===== src/rtl/cam_pkg.sv =====
// Shared state encoding and default frame geometry for the camera frame reader.
package cam_pkg;

    localparam int CAM_WORD_W             = 32;
    localparam int CAM_BIT_W              = $clog2(CAM_WORD_W);
    localparam int CAM_DEF_WORDS_PER_LINE = 10;
    localparam int CAM_DEF_NUM_LINES      = 240;
    localparam int CAM_DEF_ADDR_W         = 13;

    typedef enum logic [2:0] {
        ST_IDLE,
        ST_REQ,
        ST_REL,
        ST_FETCH,
        ST_LOAD,
        ST_STREAM
    } cam_state_t;

endpackage


===== src/rtl/cam_word_unpacker.sv =====
// Serialises 32-bit RAM words LSB first, one bit per accepted beat, with a one-word prefetch slot.
// Beat is held while ready is low; the prefetched word replaces the shift register on bit 31 with no bubble.
module cam_word_unpacker
    import cam_pkg::*;
(
    input  logic                  clk,
    input  logic                  clr,
    input  logic                  load,
    input  logic                  pf_load,
    input  logic [CAM_WORD_W-1:0] data,
    input  logic                  ready,
    output logic                  valid,
    output logic                  pix,
    output logic [CAM_BIT_W-1:0]  bit_idx,
    output logic                  word_consumed
);

    localparam logic [CAM_BIT_W-1:0] LAST_BIT = CAM_BIT_W'(CAM_WORD_W - 1);

    logic [CAM_WORD_W-1:0] shift_reg;
    logic [CAM_WORD_W-1:0] pf_reg;
    logic                  pf_valid;
    logic                  xfer;

    assign xfer          = valid && ready;
    assign word_consumed = xfer && (bit_idx == LAST_BIT);
    assign pix           = shift_reg[0];

    always_ff @(posedge clk) begin
        if (clr) begin
            shift_reg <= '0;
            pf_reg    <= '0;
            pf_valid  <= 1'b0;
            valid     <= 1'b0;
            bit_idx   <= '0;
        end else begin
            if (load) begin
                shift_reg <= data;
                valid     <= 1'b1;
                bit_idx   <= '0;
            end else if (xfer) begin
                bit_idx <= bit_idx + CAM_BIT_W'(1);
                if (bit_idx == LAST_BIT) begin
                    // An empty prefetch slot here means the frame's last word just finished.
                    shift_reg <= pf_valid ? pf_reg : '0;
                    valid     <= pf_valid;
                    pf_valid  <= 1'b0;
                end else begin
                    shift_reg <= shift_reg >> 1;
                end
            end
            if (pf_load) begin
                pf_reg   <= data;
                pf_valid <= 1'b1;
            end
        end
    end

endmodule


===== src/rtl/cam_frame_reader.sv =====
// Runs the capture request/done handshake, then streams the frame RAM as 1-bit pixel beats with frame/line markers.
// First beat 2 cycles after leaving REL; valid/ready backpressure holds the current beat and its markers.
module cam_frame_reader
    import cam_pkg::*;
#(
    parameter int WORDS_PER_LINE = CAM_DEF_WORDS_PER_LINE,
    parameter int NUM_LINES      = CAM_DEF_NUM_LINES,
    parameter int ADDR_W         = CAM_DEF_ADDR_W
) (
    input  logic                  HCLK,
    input  logic                  HRESET,
    input  logic                  START,
    input  logic                  ABORT,
    output logic                  CAP_REQ,
    input  logic                  CAP_DONE,
    output logic [ADDR_W-1:0]     RAM_RADDR,
    input  logic [CAM_WORD_W-1:0] RAM_RDATA,
    output logic                  PIX_VALID,
    input  logic                  PIX_READY,
    output logic                  PIX_DATA,
    output logic                  PIX_SOF,
    output logic                  PIX_EOF,
    output logic                  PIX_SOL,
    output logic                  PIX_EOL,
    output logic                  BUSY,
    output logic                  FRAME_DONE
);

    localparam int WIL_W  = (WORDS_PER_LINE > 1) ? $clog2(WORDS_PER_LINE) : 1;
    localparam int LINE_W = (NUM_LINES > 1) ? $clog2(NUM_LINES) : 1;
    localparam logic [WIL_W-1:0]     WIL_LAST  = WIL_W'(WORDS_PER_LINE - 1);
    localparam logic [LINE_W-1:0]    LINE_LAST = LINE_W'(NUM_LINES - 1);
    localparam logic [ADDR_W-1:0]    LAST_ADDR = ADDR_W'(WORDS_PER_LINE * NUM_LINES - 1);
    localparam logic [CAM_BIT_W-1:0] LAST_BIT  = CAM_BIT_W'(CAM_WORD_W - 1);

    if (WORDS_PER_LINE < 1 || NUM_LINES < 1 || WORDS_PER_LINE * NUM_LINES > 2 ** ADDR_W) begin : g_bad_geometry
        $error("cam_frame_reader: frame geometry does not fit the RAM address space");
    end

    cam_state_t           state;
    logic [WIL_W-1:0]     wil;
    logic [LINE_W-1:0]    line;
    logic                 rd_s1;
    logic                 rd_s2;
    logic [CAM_BIT_W-1:0] bit_idx;
    logic                 word_consumed;
    logic                 sol;
    logic                 eol;
    logic                 last_line;

    // rd_s1: address on RAM_RADDR this cycle; rd_s2: its data is on RAM_RDATA this cycle.
    cam_word_unpacker u_unpacker (
        .clk           (HCLK),
        .clr           (HRESET || ABORT),
        .load          (state == ST_LOAD),
        .pf_load       (rd_s2 && (state == ST_STREAM)),
        .data          (RAM_RDATA),
        .ready         (PIX_READY),
        .valid         (PIX_VALID),
        .pix           (PIX_DATA),
        .bit_idx       (bit_idx),
        .word_consumed (word_consumed)
    );

    assign sol       = (bit_idx == '0) && (wil == '0);
    assign eol       = (bit_idx == LAST_BIT) && (wil == WIL_LAST);
    assign last_line = (line == LINE_LAST);

    assign PIX_SOL = PIX_VALID && sol;
    assign PIX_EOL = PIX_VALID && eol;
    assign PIX_SOF = PIX_VALID && sol && (line == '0);
    assign PIX_EOF = PIX_VALID && eol && last_line;
    assign BUSY    = (state != ST_IDLE);

    always_ff @(posedge HCLK) begin
        if (HRESET || ABORT) begin
            state      <= ST_IDLE;
            CAP_REQ    <= 1'b0;
            RAM_RADDR  <= '0;
            rd_s1      <= 1'b0;
            rd_s2      <= 1'b0;
            wil        <= '0;
            line       <= '0;
            FRAME_DONE <= 1'b0;
        end else begin
            rd_s1      <= 1'b0;
            rd_s2      <= rd_s1;
            FRAME_DONE <= 1'b0;
            case (state)
                ST_IDLE: if (START) begin
                    state   <= ST_REQ;
                    CAP_REQ <= 1'b1;
                end
                ST_REQ: if (CAP_DONE) begin
                    state   <= ST_REL;
                    CAP_REQ <= 1'b0;
                end
                ST_REL: if (!CAP_DONE) begin
                    state     <= ST_FETCH;
                    RAM_RADDR <= '0;
                    rd_s1     <= 1'b1;
                end
                ST_FETCH: begin
                    state <= ST_LOAD;
                    if (LAST_ADDR != '0) begin
                        RAM_RADDR <= ADDR_W'(1);
                        rd_s1     <= 1'b1;
                    end
                end
                ST_LOAD: state <= ST_STREAM;
                ST_STREAM: if (word_consumed) begin
                    if (wil == WIL_LAST) begin
                        wil  <= '0;
                        line <= last_line ? '0 : line + LINE_W'(1);
                    end else begin
                        wil <= wil + WIL_W'(1);
                    end
                    if ((wil == WIL_LAST) && last_line) begin
                        state      <= ST_IDLE;
                        FRAME_DONE <= 1'b1;
                    end else if (RAM_RADDR < LAST_ADDR) begin
                        RAM_RADDR <= RAM_RADDR + ADDR_W'(1);
                        rd_s1     <= 1'b1;
                    end
                end
                default: state <= ST_IDLE;
            endcase
        end
    end

endmodule


===== config.mk =====
export PLATFORM = sky130hd
export DESIGN_NAME = cam_frame_reader
export DESIGN_NICKNAME = d
export VERILOG_FILES = /design/src/rtl/cam_pkg.sv /design/src/rtl/cam_word_unpacker.sv /design/src/rtl/cam_frame_reader.sv
export SDC_FILE = /design/constraint.sdc
export NUM_CORES = 1
export LEC_CHECK = 0
export CORE_MARGIN = 5
export CORE_UTILIZATION = 25
export CTS_CLUSTER_SIZE = 16
export DETAILED_ROUTE_END_ITERATION = 7
export DONT_BUFFER_PORTS = 1
export GPL_TIMING_DRIVEN = 0
export SYNTH_ARGS = -nofsm -noshare
export SYNTH_HDL_FRONTEND = slang
export SYNTH_SLANG_ARGS = --single-unit

===== constraint.sdc =====
create_clock -name HCLK -period 2.9 [get_ports HCLK]
set_clock_uncertainty 0.1 [all_clocks]
set_input_delay 0.435 -clock HCLK [delete_from_list [all_inputs] [get_ports HCLK]]
set_output_delay 0.435 -clock HCLK [all_outputs]
set_load 0.02 [all_outputs]

==> flow_metrics.env, run 1 <==
export IMPL_outcome="completed"
export IMPL_placed_cell_area_sq_um=5324
export IMPL_synth_warning_count=0
export IMPL_viasPerCell=4.851
export IMPL_antennaDiodeCount=0
export IMPL_antenna_found_initial=0
export IMPL_final_cell_mix="102 x dfxtp_1, 90 x nor2_1, 84 x nand2_1"
export IMPL_synth_flop_cell="dfxtp_1"
export IMPL_met2_usage_pct=19.00
export IMPL_setup_viol=0
export IMPL_cp_data_arrival_time_ns=2.14
export IMPL_grt_max_degree=18
export IMPL_setup_ws_ns=0.2224
export IMPL_grt_pass1_vias=4178
export IMPL_fp_coreArea_sq_um=19530
export IMPL_async_flop_share_pct=0
export IMPL_std_cell_rows=51
export IMPL_yosysSeqAreaShare_pct=41.36
export IMPL_syn_area_per_cell_sq_um=7.779
export IMPL_hold_path_class="in -> reg"
export IMPL_powerDensity_nw_per_um2=478.0
export IMPL_cp_max_fo=4
export IMPL_grt_pass1_wl_microns=22850
export IMPL_areaGrowthSynthToFinish_pct=13.78
export IMPL_crit_type="reg -> out"
export IMPL_dpl_hpwl_microns=9898
export IMPL_slowest_stage="nor4b_4"
export IMPL_routedWlPerCell_microns=15.32
export IMPL_met3_usage_pct=5.117
export IMPL_tightest_slew_ns=0.7969
export IMPL_io_buffers=0
export IMPL_max_stage_delay_ns=0.59
export IMPL_vias=4468
export IMPL_finalInstanceArea_sq_um=5673
export IMPL_cts_hold_buf=0
export IMPL_cts_sinks=103
export IMPL_cp_top_family="simple AND/OR/NAND/NOR gates"
export IMPL_clk_latency_ns=0.35
export IMPL_synthCells=641
export IMPL_synthDistinctLibCells=53
export IMPL_ff2ff_setup_slack_ns=0.27
export IMPL_grt_setup_unrepaired="no"
export IMPL_final_hold_violation_count=0
export IMPL_place_gp_congestion=0.7519
export IMPL_synth_top_cells_by_area="dfxtp_1 41%, a21oi_1 7.8%, nor2_1 7.0%, nand2_1 6.4%, a311oi_1 5.4%"
export IMPL_die_x_microns=151.2
export IMPL_cp_end_kind="output port"
export IMPL_pre_cts_slack_ns=-0.5800
export IMPL_drv_cap=0
export IMPL_cts_setup_buffers=0
export IMPL_use_met1_pct=17.03
export IMPL_htree_levels=3
export IMPL_relSlewSlack_pct=46.68
export IMPL_syn_cell_area_sq_um=4986
export IMPL_period_needed_ns=2.678
export IMPL_drv_slew=0
export IMPL_synth_top_area_share_pct=41.36
export IMPL_grt_overflow=0
export IMPL_worst_path_buf_inv=1
export IMPL_fmaxAchievable_ghz=0.3735
export IMPL_leakagePower_uw=0.001691
export IMPL_yosys_register_bits=103
export IMPL_num_nets_final=695
export IMPL_clk_pin_slew_ns=0.07
export IMPL_grt_usage_pct=12.57
export IMPL_synth_edf_count=0
export IMPL_worstPathCellList="inv_1, ha_1, nor4b_2, nand2_1, nor4b_4, and3_4"
export IMPL_initial_core_util_pct=25.54
export IMPL_cts_tree="built"
export IMPL_required_ns=2.37
export IMPL_synth_nets=685
export IMPL_worstSetupStartpointType="flip-flop"
export IMPL_nFillCells=2178
export IMPL_final_common_cell="dfxtp_1"
export IMPL_clockRootBuffer="clkbuf_16"
export IMPL_multi_input_area_sq_um=2726
export IMPL_ant_nets=0
export IMPL_cts_made_buffers=9
export IMPL_grt_busiest_layer="met2"
export IMPL_routed_wl_microns=14110
export IMPL_dr_pass1_iters=6
export IMPL_dr_first_iter_drc_count=292
export IMPL_die_area_sq_um=22870
export IMPL_ir_worst_vdd_uv=277.5
export IMPL_finalSetupTns_ns=0
export IMPL_post_route_util_pct=29.05
export IMPL_regArea_sq_um=2063
export IMPL_die_y_microns=151.2
export IMPL_drive_above_1_share_pct=6.707
export IMPL_drc=0
export IMPL_cts_max_path_buffers=2
export IMPL_yosys_area_top_type="dfxtp_1"
export IMPL_io_pin_count=60
export IMPL_finalCritPeriodShare_pct=92.33
==> cell type report <==
cell class              count  share of cell area (%)
multi-input cells         478                   48.06
flip-flops and latches    103                   36.37
well taps                 265                   5.845
clock buffers              10                   4.036
plain buffers              49                   3.860
clock inverters             6                   1.169
inverters                  10                  0.6617
==> worst register-to-register path, delay by kind of cell, from the launching register on <==
kind	cells	cell delay, ns
simple gates	4	1.10
compound gates	2	0.58
fa+ha+maj	2	0.40
flops	1	0.38
==> per-layer routing <==
layer	vias up	wire length [microns]
met5	-	0
met4	0	72
met3	6	1143
met2	98	6351
met1	2092	6539
li1	2272	-
==> synthesized netlist by cell type, drive strengths merged, types with 4 or more instances <==
cell / instances
dfxtp: 103
nand4: 8
and2: 5
nand3: 13
and3: 5
clkbuf: 40
a311oi: 32
ha: 6
or2: 4
nand2: 85
xnor2: 6
o21ai: 11
nor4b: 4
o211ai: 5
nor3: 40
xor2: 6
nor2b: 33
inv: 10
nand2b: 6
a21oi: 78
buf: 10
nor2: 93
o311ai: 5
a31oi: 5
==> path summary, 6_finish.rpt <==
check                               end  cells past startpoint                  start
hold / removal     u_unpacker.pf_reg[4]                      2           RAM_RDATA[4]
setup / recovery                PIX_SOF                      6  u_unpacker.bit_idx[1]
setup reg to reg          RAM_RADDR[11]                      8  u_unpacker.bit_idx[1]
hold reg to reg   u_unpacker.pf_reg[24]                      2  u_unpacker.pf_reg[24]
==> report_power, final <==
part / internal (uW) / total (uW) / switching, uW / leakage [uW]
clock network: 675 / 1240 / 561 / 0.000147
registers: 1420 / 1420 / 2.75 / 0.000830
logic: 12.4 / 57.6 / 45.2 / 0.000714
total: 2100 / 2710 / 609 / 0.00169
==> stage by stage <==
step	std cells	hold WS, ns	total power [uW]
after CTS	922	0.09984	2746
after floorplan	641	0.3057	1490
after global placement	906	0.3425	1509
final	921	0.1092	2712
after global routing	921	0.08881	2813
after detailed placement	906	0.3467	1509
==> timing repair <==
| item | 4_1_cts | 5_1_grt |
|---|---|---|
| endpoints found under the hold margin | 0 | 0 |
| endpoints found under the setup margin | 32 | 5 |
| gates resized for setup | 14 | 5 |
| pin swaps | 1 | 4 |
==> cell families after synthesis <==
group	after synthesis	share of synthesized area, %
adder cells (fa/ha/maj)	6	1.506
AO/OA/AOI/OAI	151	20.70
XOR/XNOR	12	2.108
AND/OR/NAND/NOR	308	29.18
multiplexers	1	0.2008
buffers and inverters	60	4.943
flip-flops	103	41.36
Note: power is estimated with default switching activity, not from simulation.
==> run 2: changes to the inputs <==
MAX_ROUTING_LAYER = met4   (was not set)
==> run 2 against run 1 <==
Count of clock-buffer cells in the layout unchanged. Maximum frequency about the same. Global-route usage up 0.36 points. Utilization unchanged. Sequential share of layout area unchanged. Non-clock buffer count unchanged. First-iteration DRC count down 6.2%. Wire length up 0.41%. Via count up 0.56%. Critical path type unchanged. Largest cell class unchanged. Highest routed layer unchanged.
==> flow_metrics.env, run 2 (synthesized netlist as in run 1, its figures left out) <==
export IMPL_outcome="completed"
export IMPL_areaGrowthSynthToFinish_pct=13.78
export IMPL_routedWlPerCell_microns=15.38
export IMPL_grt_pass1_wl_microns=22850
export IMPL_grt_setup_unrepaired="no"
export IMPL_drive_above_1_share_pct=6.707
export IMPL_max_stage_delay_ns=0.59
export IMPL_fp_coreArea_sq_um=19530
export IMPL_grt_pass1_vias=4181
export IMPL_r2r_start="u_unpacker.bit_idx[1]"
export IMPL_drv_slew=0
export IMPL_worstPathCellList="inv_1, ha_1, nor4b_2, nand2_1, nor4b_4, and3_4"
export IMPL_viasPerCell=4.878
export IMPL_powerDensity_nw_per_um2=478.3
export IMPL_place_gp_congestion=0.7616
export IMPL_die_area_sq_um=22870
export IMPL_cts_made_buffers=9
export IMPL_io_buffers=0
export IMPL_wl_met3_microns=1222
export IMPL_crit_start="u_unpacker.bit_idx[1]"
export IMPL_top_layer_used="met4"
export IMPL_cts_max_path_buffers=2
export IMPL_hold_path_class="in -> reg"
export IMPL_antennaDiodeCount=0
export IMPL_cts_hold_buf=0
export IMPL_io_pin_count=60
export IMPL_drv_cap=0
export IMPL_grt_usage_pct=12.93
export IMPL_clock_power_share_pct=45.6
export IMPL_ant_nets=0
export IMPL_cp_max_fo=4
export IMPL_nFillCells=2178
export IMPL_clk_pin_slew_ns=0.07
export IMPL_fmaxAchievable_ghz=0.3733
export IMPL_finalSetupTns_ns=0
export IMPL_total_power_uw=2713
export IMPL_crit_type="reg -> out"
export IMPL_grt_overflow=0
export IMPL_worstSetupStartpointType="flip-flop"
export IMPL_cp_end_kind="output port"
export IMPL_cts_tree="built"
export IMPL_tightest_slew_ns=0.7732
export IMPL_die_y_microns=151.2
export IMPL_cp_data_arrival_time_ns=2.14
export IMPL_p_switching_uw=610.5
export IMPL_relSlewSlack_pct=48.26
export IMPL_period_needed_ns=2.679
export IMPL_setup_viol=0
export IMPL_drc=0
export IMPL_final_common_cell="dfxtp_1"
export IMPL_cts_sinks=103
export IMPL_worst_r2r_cell_count=8
export IMPL_p_comb_share_pct=2.1
export IMPL_dr_first_iter_drc_count=274
export IMPL_final_cell_mix="102 x dfxtp_1, 90 x nor2_1, 84 x nand2_1"
export IMPL_rr_endpoint="RAM_RADDR[11]"
export IMPL_num_nets_final=695
export IMPL_slowest_stage="nor4b_4"
export IMPL_std_cell_rows=51
export IMPL_final_hold_violation_count=0
export IMPL_internal_power_uw=2103
export IMPL_required_ns=2.37
export IMPL_grt_max_degree=18
export IMPL_antenna_found_initial=0
export IMPL_met1Wirelength_microns=6543
export IMPL_ir_worst_vdd_uv=278.5
export IMPL_p_sw_share_pct=22.50
export IMPL_crit_path_end="PIX_SOF"
export IMPL_initial_core_util_pct=25.54
export IMPL_htree_levels=3
export IMPL_clockRootBuffer="clkbuf_16"
export IMPL_ff2ff_setup_slack_ns=0.28
export IMPL_routed_wl_microns=14160
export IMPL_clk_latency_ns=0.35
export IMPL_leakagePower_uw=0.001691
export IMPL_dpl_hpwl_microns=9898
export IMPL_finalCritPeriodShare_pct=92.37
export IMPL_die_x_microns=151.2
export IMPL_dr_pass1_iters=5
export IMPL_routed_wl_met2_microns=6280
export IMPL_vias=4493
export IMPL_seqPwrFrac_pct=52.3
-- run 2: cell counts in the layout (fill, tap and decap cells not counted) --
Identical to the previous run, type by type.
-- run 2: layout make-up --
cell class	instances	area [sq um]	area share, %
plain buffers	49	219.0	3.860
clock buffers	10	229.0	4.036
clock inverters	6	66.31	1.169
flip-flops and latches	103	2063	36.37
multi-input cells	478	2726	48.06
inverters	10	37.54	0.6617
well taps	265	331.6	5.845
-- run 2: routing by layer --
| metal | up-vias | track usage, % |
|---|---|---|
| met5 | - | - |
| met4 | 0 | 2.221 |
| met2 | 119 | 18.89 |
| met3 | 9 | 4.877 |
| li1 | 2272 | - |
| met1 | 2093 | 17.29 |
-- run 2: worst max-delay path: cells and delay by family (launching register included) --
kind          cells  cell delay, ns
simple gates      4            1.25
flops             1            0.34
buf+inv           1            0.06
fa+ha+maj         1            0.13
-- run 2: what timing repair did --
action / 4_1_cts / 5_1_grt
endpoints found under the setup margin: 32 / 5
buffers inserted: 0 / 0
pin swaps: 1 / 4
resized for setup: 14 / 5
-- run 2: worst min path at each step --
stage               slack, ns                   from                    end  depth (start not counted)
finish                   0.11          RAM_RDATA[19]  u_unpacker.pf_reg[19]                          2
global route             0.09           RAM_RDATA[4]   u_unpacker.pf_reg[4]                          2
CTS                       0.1          RAM_RDATA[20]  u_unpacker.pf_reg[20]                          2
detailed placement       0.35  u_unpacker.pf_reg[24]  u_unpacker.pf_reg[24]                          2
global placement         0.34  u_unpacker.pf_reg[13]  u_unpacker.pf_reg[13]                          2
floorplan                0.31                  rd_s1                  rd_s2                          1
-- run 2: through the flow --
| step | hold slack [ns] | std cells | instance area [sq um] | utilization (%) | setup slack [ns] |
|---|---|---|---|---|---|
| CTS | 0.09984 | 922 | 5665 | 29.01 | 0.03738 |
| global route | 0.08880 | 921 | 5673 | 29.05 | 0.07917 |
| detailed placement | 0.3467 | 906 | 5324 | 27.27 | -0.5800 |
| finish | 0.1084 | 921 | 5673 | 29.05 | 0.2213 |
| global placement | 0.3425 | 906 | 5318 | 27.23 | -0.6186 |
| floorplan | 0.3057 | 641 | 4986 | - | 0.2385 |
-- run 2: power by group through the flow --
stage / sequential [uW] / combinational, uW / clock, uW
finish: 1420 / 57.7 / 1240
CTS: 1420 / 58.4 / 1270
floorplan: 1450 / 39.5 / 0
detailed placement: 1450 / 58.3 / 0
global route: 1420 / 63.8 / 1330
global placement: 1450 / 58.4 / 0
==> run 3: changes to the inputs <==
GPL_TIMING_DRIVEN = not set   (was 0)
PLACE_DENSITY = 0.43   (was not set)
==> run 3 against run 2 <==
Total power rose by 1.2%. Clock power is 3% higher. First-iteration DRC count shrank 17%. Worst hold slack gained 0.00084 ns. Critical path type unchanged.
==> flow_metrics.env, run 3 (synthesized netlist as in run 1, its figures left out) <==
export IMPL_grt_pass1_vias=4194
export IMPL_leakagePower_uw=0.001721
export IMPL_die_x_microns=151.2
export IMPL_worst_path_buf_inv=1
export IMPL_cp_max_fo=15
export IMPL_relSlewSlack_pct=42.80
export IMPL_rr_endpoint="RAM_RADDR[4]"
export IMPL_grt_pass1_wl_microns=22050
export IMPL_io_pin_count=60
export IMPL_grt_overflow=0
export IMPL_crit_path_end="PIX_EOL"
export IMPL_worst_r2r_cell_count=8
export IMPL_crit_type="reg -> out"
export IMPL_die_area_sq_um=22870
export IMPL_antennaDiodeCount=0
export IMPL_min_delay_path_depth=2
export IMPL_htree_levels=3
export IMPL_cts_tree="built"
export IMPL_num_nets_final=668
export IMPL_grt_usage_pct=12.61
export IMPL_cts_hold_buf=0
export IMPL_dpl_hpwl_microns=8469
export IMPL_drv_slew=0
export IMPL_clk_pin_slew_ns=0.07
export IMPL_final_common_cell="dfxtp_1"
export IMPL_tightest_slew_ns=0.8580
export IMPL_cts_made_buffers=9
export IMPL_required_ns=2.37
export IMPL_r2r_start="u_unpacker.bit_idx[0]"
export IMPL_grt_max_degree=78
export IMPL_std_cell_rows=51
export IMPL_ant_nets=0
export IMPL_crit_cells=6
export IMPL_period_needed_ns=2.583
export IMPL_setup_viol=0
export IMPL_ff2ff_setup_slack_ns=0.43
export IMPL_ir_worst_vdd_uv=350.9
export IMPL_cp_top_family="simple AND/OR/NAND/NOR gates"
export IMPL_final_cell_mix="103 x dfxtp_1, 92 x nor2_1, 85 x nand2_1"
export IMPL_final_hold_violation_count=0
export IMPL_io_buffers=0
export IMPL_grt_setup_unrepaired="no"
export IMPL_viasPerCell=4.861
export IMPL_cp_end_kind="output port"
export IMPL_routedWlPerCell_microns=15.57
export IMPL_setup_ws_ns=0.3165
export IMPL_fmaxAchievable_ghz=0.3871
export IMPL_finalCritPeriodShare_pct=89.09
export IMPL_cts_max_path_buffers=2
export IMPL_place_gp_congestion=0.8255
export IMPL_drc=0
export IMPL_finalSetupTns_ns=0
export IMPL_pre_cts_slack_ns=0.4413
export IMPL_outcome="completed"
export IMPL_post_route_util_pct=28.73
export IMPL_cts_setup_buffers=0
export IMPL_dr_first_iter_drc_count=228
export IMPL_fp_coreArea_sq_um=19530
export IMPL_hold_path_class="in -> reg"
export IMPL_areaGrowthSynthToFinish_pct=12.52
export IMPL_drive_above_1_share_pct=8.426
export IMPL_routed_wl_microns=13920
export IMPL_initial_core_util_pct=25.54
export IMPL_dr_pass1_iters=4
export IMPL_worstSetupStartpointType="flip-flop"
export IMPL_clockRootBuffer="clkbuf_16"
export IMPL_cp_data_arrival_time_ns=2.05
export IMPL_post_cts_resized=0
export IMPL_max_stage_delay_ns=0.45
export IMPL_slowest_stage="nor2_1"
export IMPL_die_y_microns=151.2
export IMPL_crit_start="u_unpacker.bit_idx[0]"
export IMPL_cts_sinks=103
export IMPL_clk_latency_ns=0.35
export IMPL_drv_cap=0
export IMPL_vias=4346
export IMPL_worstPathCellList="ha_1, and3_1, ha_2, buf_4, nand2_1, nor2_1"
export IMPL_antenna_found_initial=0
export IMPL_powerDensity_nw_per_um2=489.6
-- run 3: changes by cell type in the layout (fill, tap and decap cells not counted), moves of 2 or more --
cell      previous run  this run
clkbuf_1            38         0
buf_4                1        21
buf_1                5         0
buf_6                2         0
clkinv_2             2         0
nor2_1              90        92
nor4b_1              2         4
-- run 3: layout make-up --
type	instances	area [sq um]
Clock inverter	6	75.07
Tap cell	265	331.6
Sequential cell	103	2062
Multi-Input combinational cell	478	2688
Inverter	10	37.54
Fill cell	2158	13920
Timing Repair Buffer	22	177.7
Clock buffer	10	239.0
-- run 3: per-layer routing --
| metal | wire length (microns) | global-route usage [%] |
|---|---|---|
| met3 | 940 | 4.548 |
| met1 | 6105 | 14.58 |
| met5 | 0 | - |
| met4 | 136 | 2.403 |
| met2 | 6740 | 21.20 |
-- run 3: worst min path at each step --
stage | startpoint | endpoint | slack, ns
3_3_place_gp | rd_s1 | rd_s2 | 0.34
5_1_grt | RAM_RDATA[24] | u_unpacker.pf_reg[24] | 0.09
3_5_place_dp | rd_s1 | rd_s2 | 0.33
2_1_floorplan | rd_s1 | rd_s2 | 0.31
4_1_cts | RAM_RDATA[24] | u_unpacker.pf_reg[24] | 0.09
6_report | RAM_RDATA[15] | u_unpacker.pf_reg[15] | 0.11
-- run 3: per-stage QoR --
| stage | power [uW] | hold WS [ns] | instance area (sq um) | instances |
|---|---|---|---|---|
| floorplan | 1490 | 0.3057 | 4986 | 641 |
| global placement | 1503 | 0.3401 | 5296 | 878 |
| detailed placement | 1503 | 0.3339 | 5296 | 878 |
| CTS | 2812 | 0.09095 | 5610 | 894 |
| global route | 2867 | 0.09019 | 5610 | 894 |
| finish | 2747 | 0.1092 | 5610 | 894 |
-- run 3: power by group --
part | internal [uW] | switching (uW)
Clock | 707 | 570
Sequential | 1420 | 5.50
Combinational | 10.9 | 38.2
Total | 2130 | 614
==> RTL change (flow settings as in run 2) <==
`CAM_DEF_ADDR_W`: 13 -> 15.
--- a/src/rtl/cam_pkg.sv
+++ b/src/rtl/cam_pkg.sv
@@ -6,5 +6,5 @@
     localparam int CAM_DEF_WORDS_PER_LINE = 10;
     localparam int CAM_DEF_NUM_LINES      = 240;
-    localparam int CAM_DEF_ADDR_W         = 13;
+    localparam int CAM_DEF_ADDR_W         = 15;
 
     typedef enum logic [2:0] {
Interface: changed (resized RAM_RADDR); port bits go from 60 to 62. The function was not compared with the original's and may differ.
==> RTL change against run 2 <==
Final area up 0.13%; sequential cell count up 2; routed wire length down 0.77%; die area up 0.23%; global-route usage about the same; total power up 1.7%; setup slack worse by 3.8 ps; area after synthesis up 0.25%; fmax down 0.14%; count of clock-buffer cells in the layout unchanged; core utilization down 0.056 points.
==> RTL change: results <==
metrics = {
    "status": {
        "status": "finished clean",
    },
    "place": {
        "placed_area_mm2": 0.00533,
        "pre_cts_slack_ps": -473,
        "gp_congestion": 0.832,
        "dp_cells": 913,
        "hpwl_um": 9920,
    },
    "worst_setup_path": {
        "worstPathMaxFanout": 19,
        "crit_path_top_delay_cell": "dfxtp_1",
        "endpoint": "PIX_EOL",
        "ff2ff_setup_slack_ps": 360,
        "r2r_end": "RAM_RADDR[9]",
    },
    "sta": {
        "slew_headroom": 0.623,
        "min_period_ps": 2680,
        "whs_ps": 108,
    },
    "global_route": {
        "grt_use_total": 0.129,
        "grt_pass1_wl_um": 23300,
    },
    "pwr": {
        "cellLeakagePower_uw": 0.00181,
        "ir_drop_v": 0.000234,
    },
    "finish": {
        "buffer_area_frac": 0.0348,
        "final_cells": 928,
        "fin_nets": 702,
        "num-nonclk-buffers": 48,
        "nonClockInverterCount": 6,
        "drive_gt1_frac": 0.0528,
        "clkCellAreaFrac": 0.0535,
        "multi_input_area_mm2": 0.00272,
        "fin_area_mm2": 0.00568,
        "multi_input_cells": 488,
    },
    "synth": {
        "synth.area.mux_share": 0.00401,
        "synth_nets": 692,
        "synth_cells": 648,
        "ys_top_cells_by_count": "dfxtp_1 (105), nand2_1 (92), nor2_1 (85)",
        "synthTopCellsByArea": "dfxtp_1 (42%), a21oi_1 (8.4%), nand2_1 (6.9%)",
        "ys_seq_area_frac": 0.421,
        "synth_fa_ha_area_frac": 0.0150,
        "synth_compound_area_frac": 0.190,
        "synth-xor-area-share": 0.0175,
    },
    "routing": {
        "wl_per_cell_um": 15.1,
        "vias": 4519,
        "drt-initial-drc-count": 264,
    },
    "clock_network": {
        "cts_sinks": 105,
        "cts_root_buffer": "clkbuf_16",
    },
    "hold_path": {
        "min_to": "u_unpacker.pf_reg[6]",
        "worstHoldStart": "RAM_RDATA[6]",
    },
}
## RTL change: cell count changes in the layout (fill, tap and decap cells not counted), sizes merged, moves of 4 or more
cell,delta
nand2,+7
nor2,-7
a21oi,+6
and3,+6
or3,+6
o311ai,-5
nand3,+4
nand4,-4
## RTL change: power by group
part,switching (µW),internal [µW]
logic,41.1,10.9
registers,2.58,1440
clock network,579,685
## RTL change: routing by layer
metal,GRT usage,routed length (µm),up-vias,share of wire
met5,-,0,-,0
met4,0.0381,191,0,0.014
met3,0.0311,715,12,0.051
met2,0.209,6760,63,0.48
met1,0.160,6390,2150,0.45
li1,-,-,2294,-
## RTL change: logic make-up (layout without fill, tap and decap cells)
| logic type | after synthesis | count (layout) |
|---|---|---|
| AOI/OAI and AO/OA | 150 | 150 |
| xor gates and xnor gates | 10 | 10 |
| adders and majority gates | 6 | 6 |
| buffers and inverters | 55 | 70 |
| DFF | 105 | 105 |
| muxes | 2 | 2 |
| and+or+nand+nor | 320 | 320 |
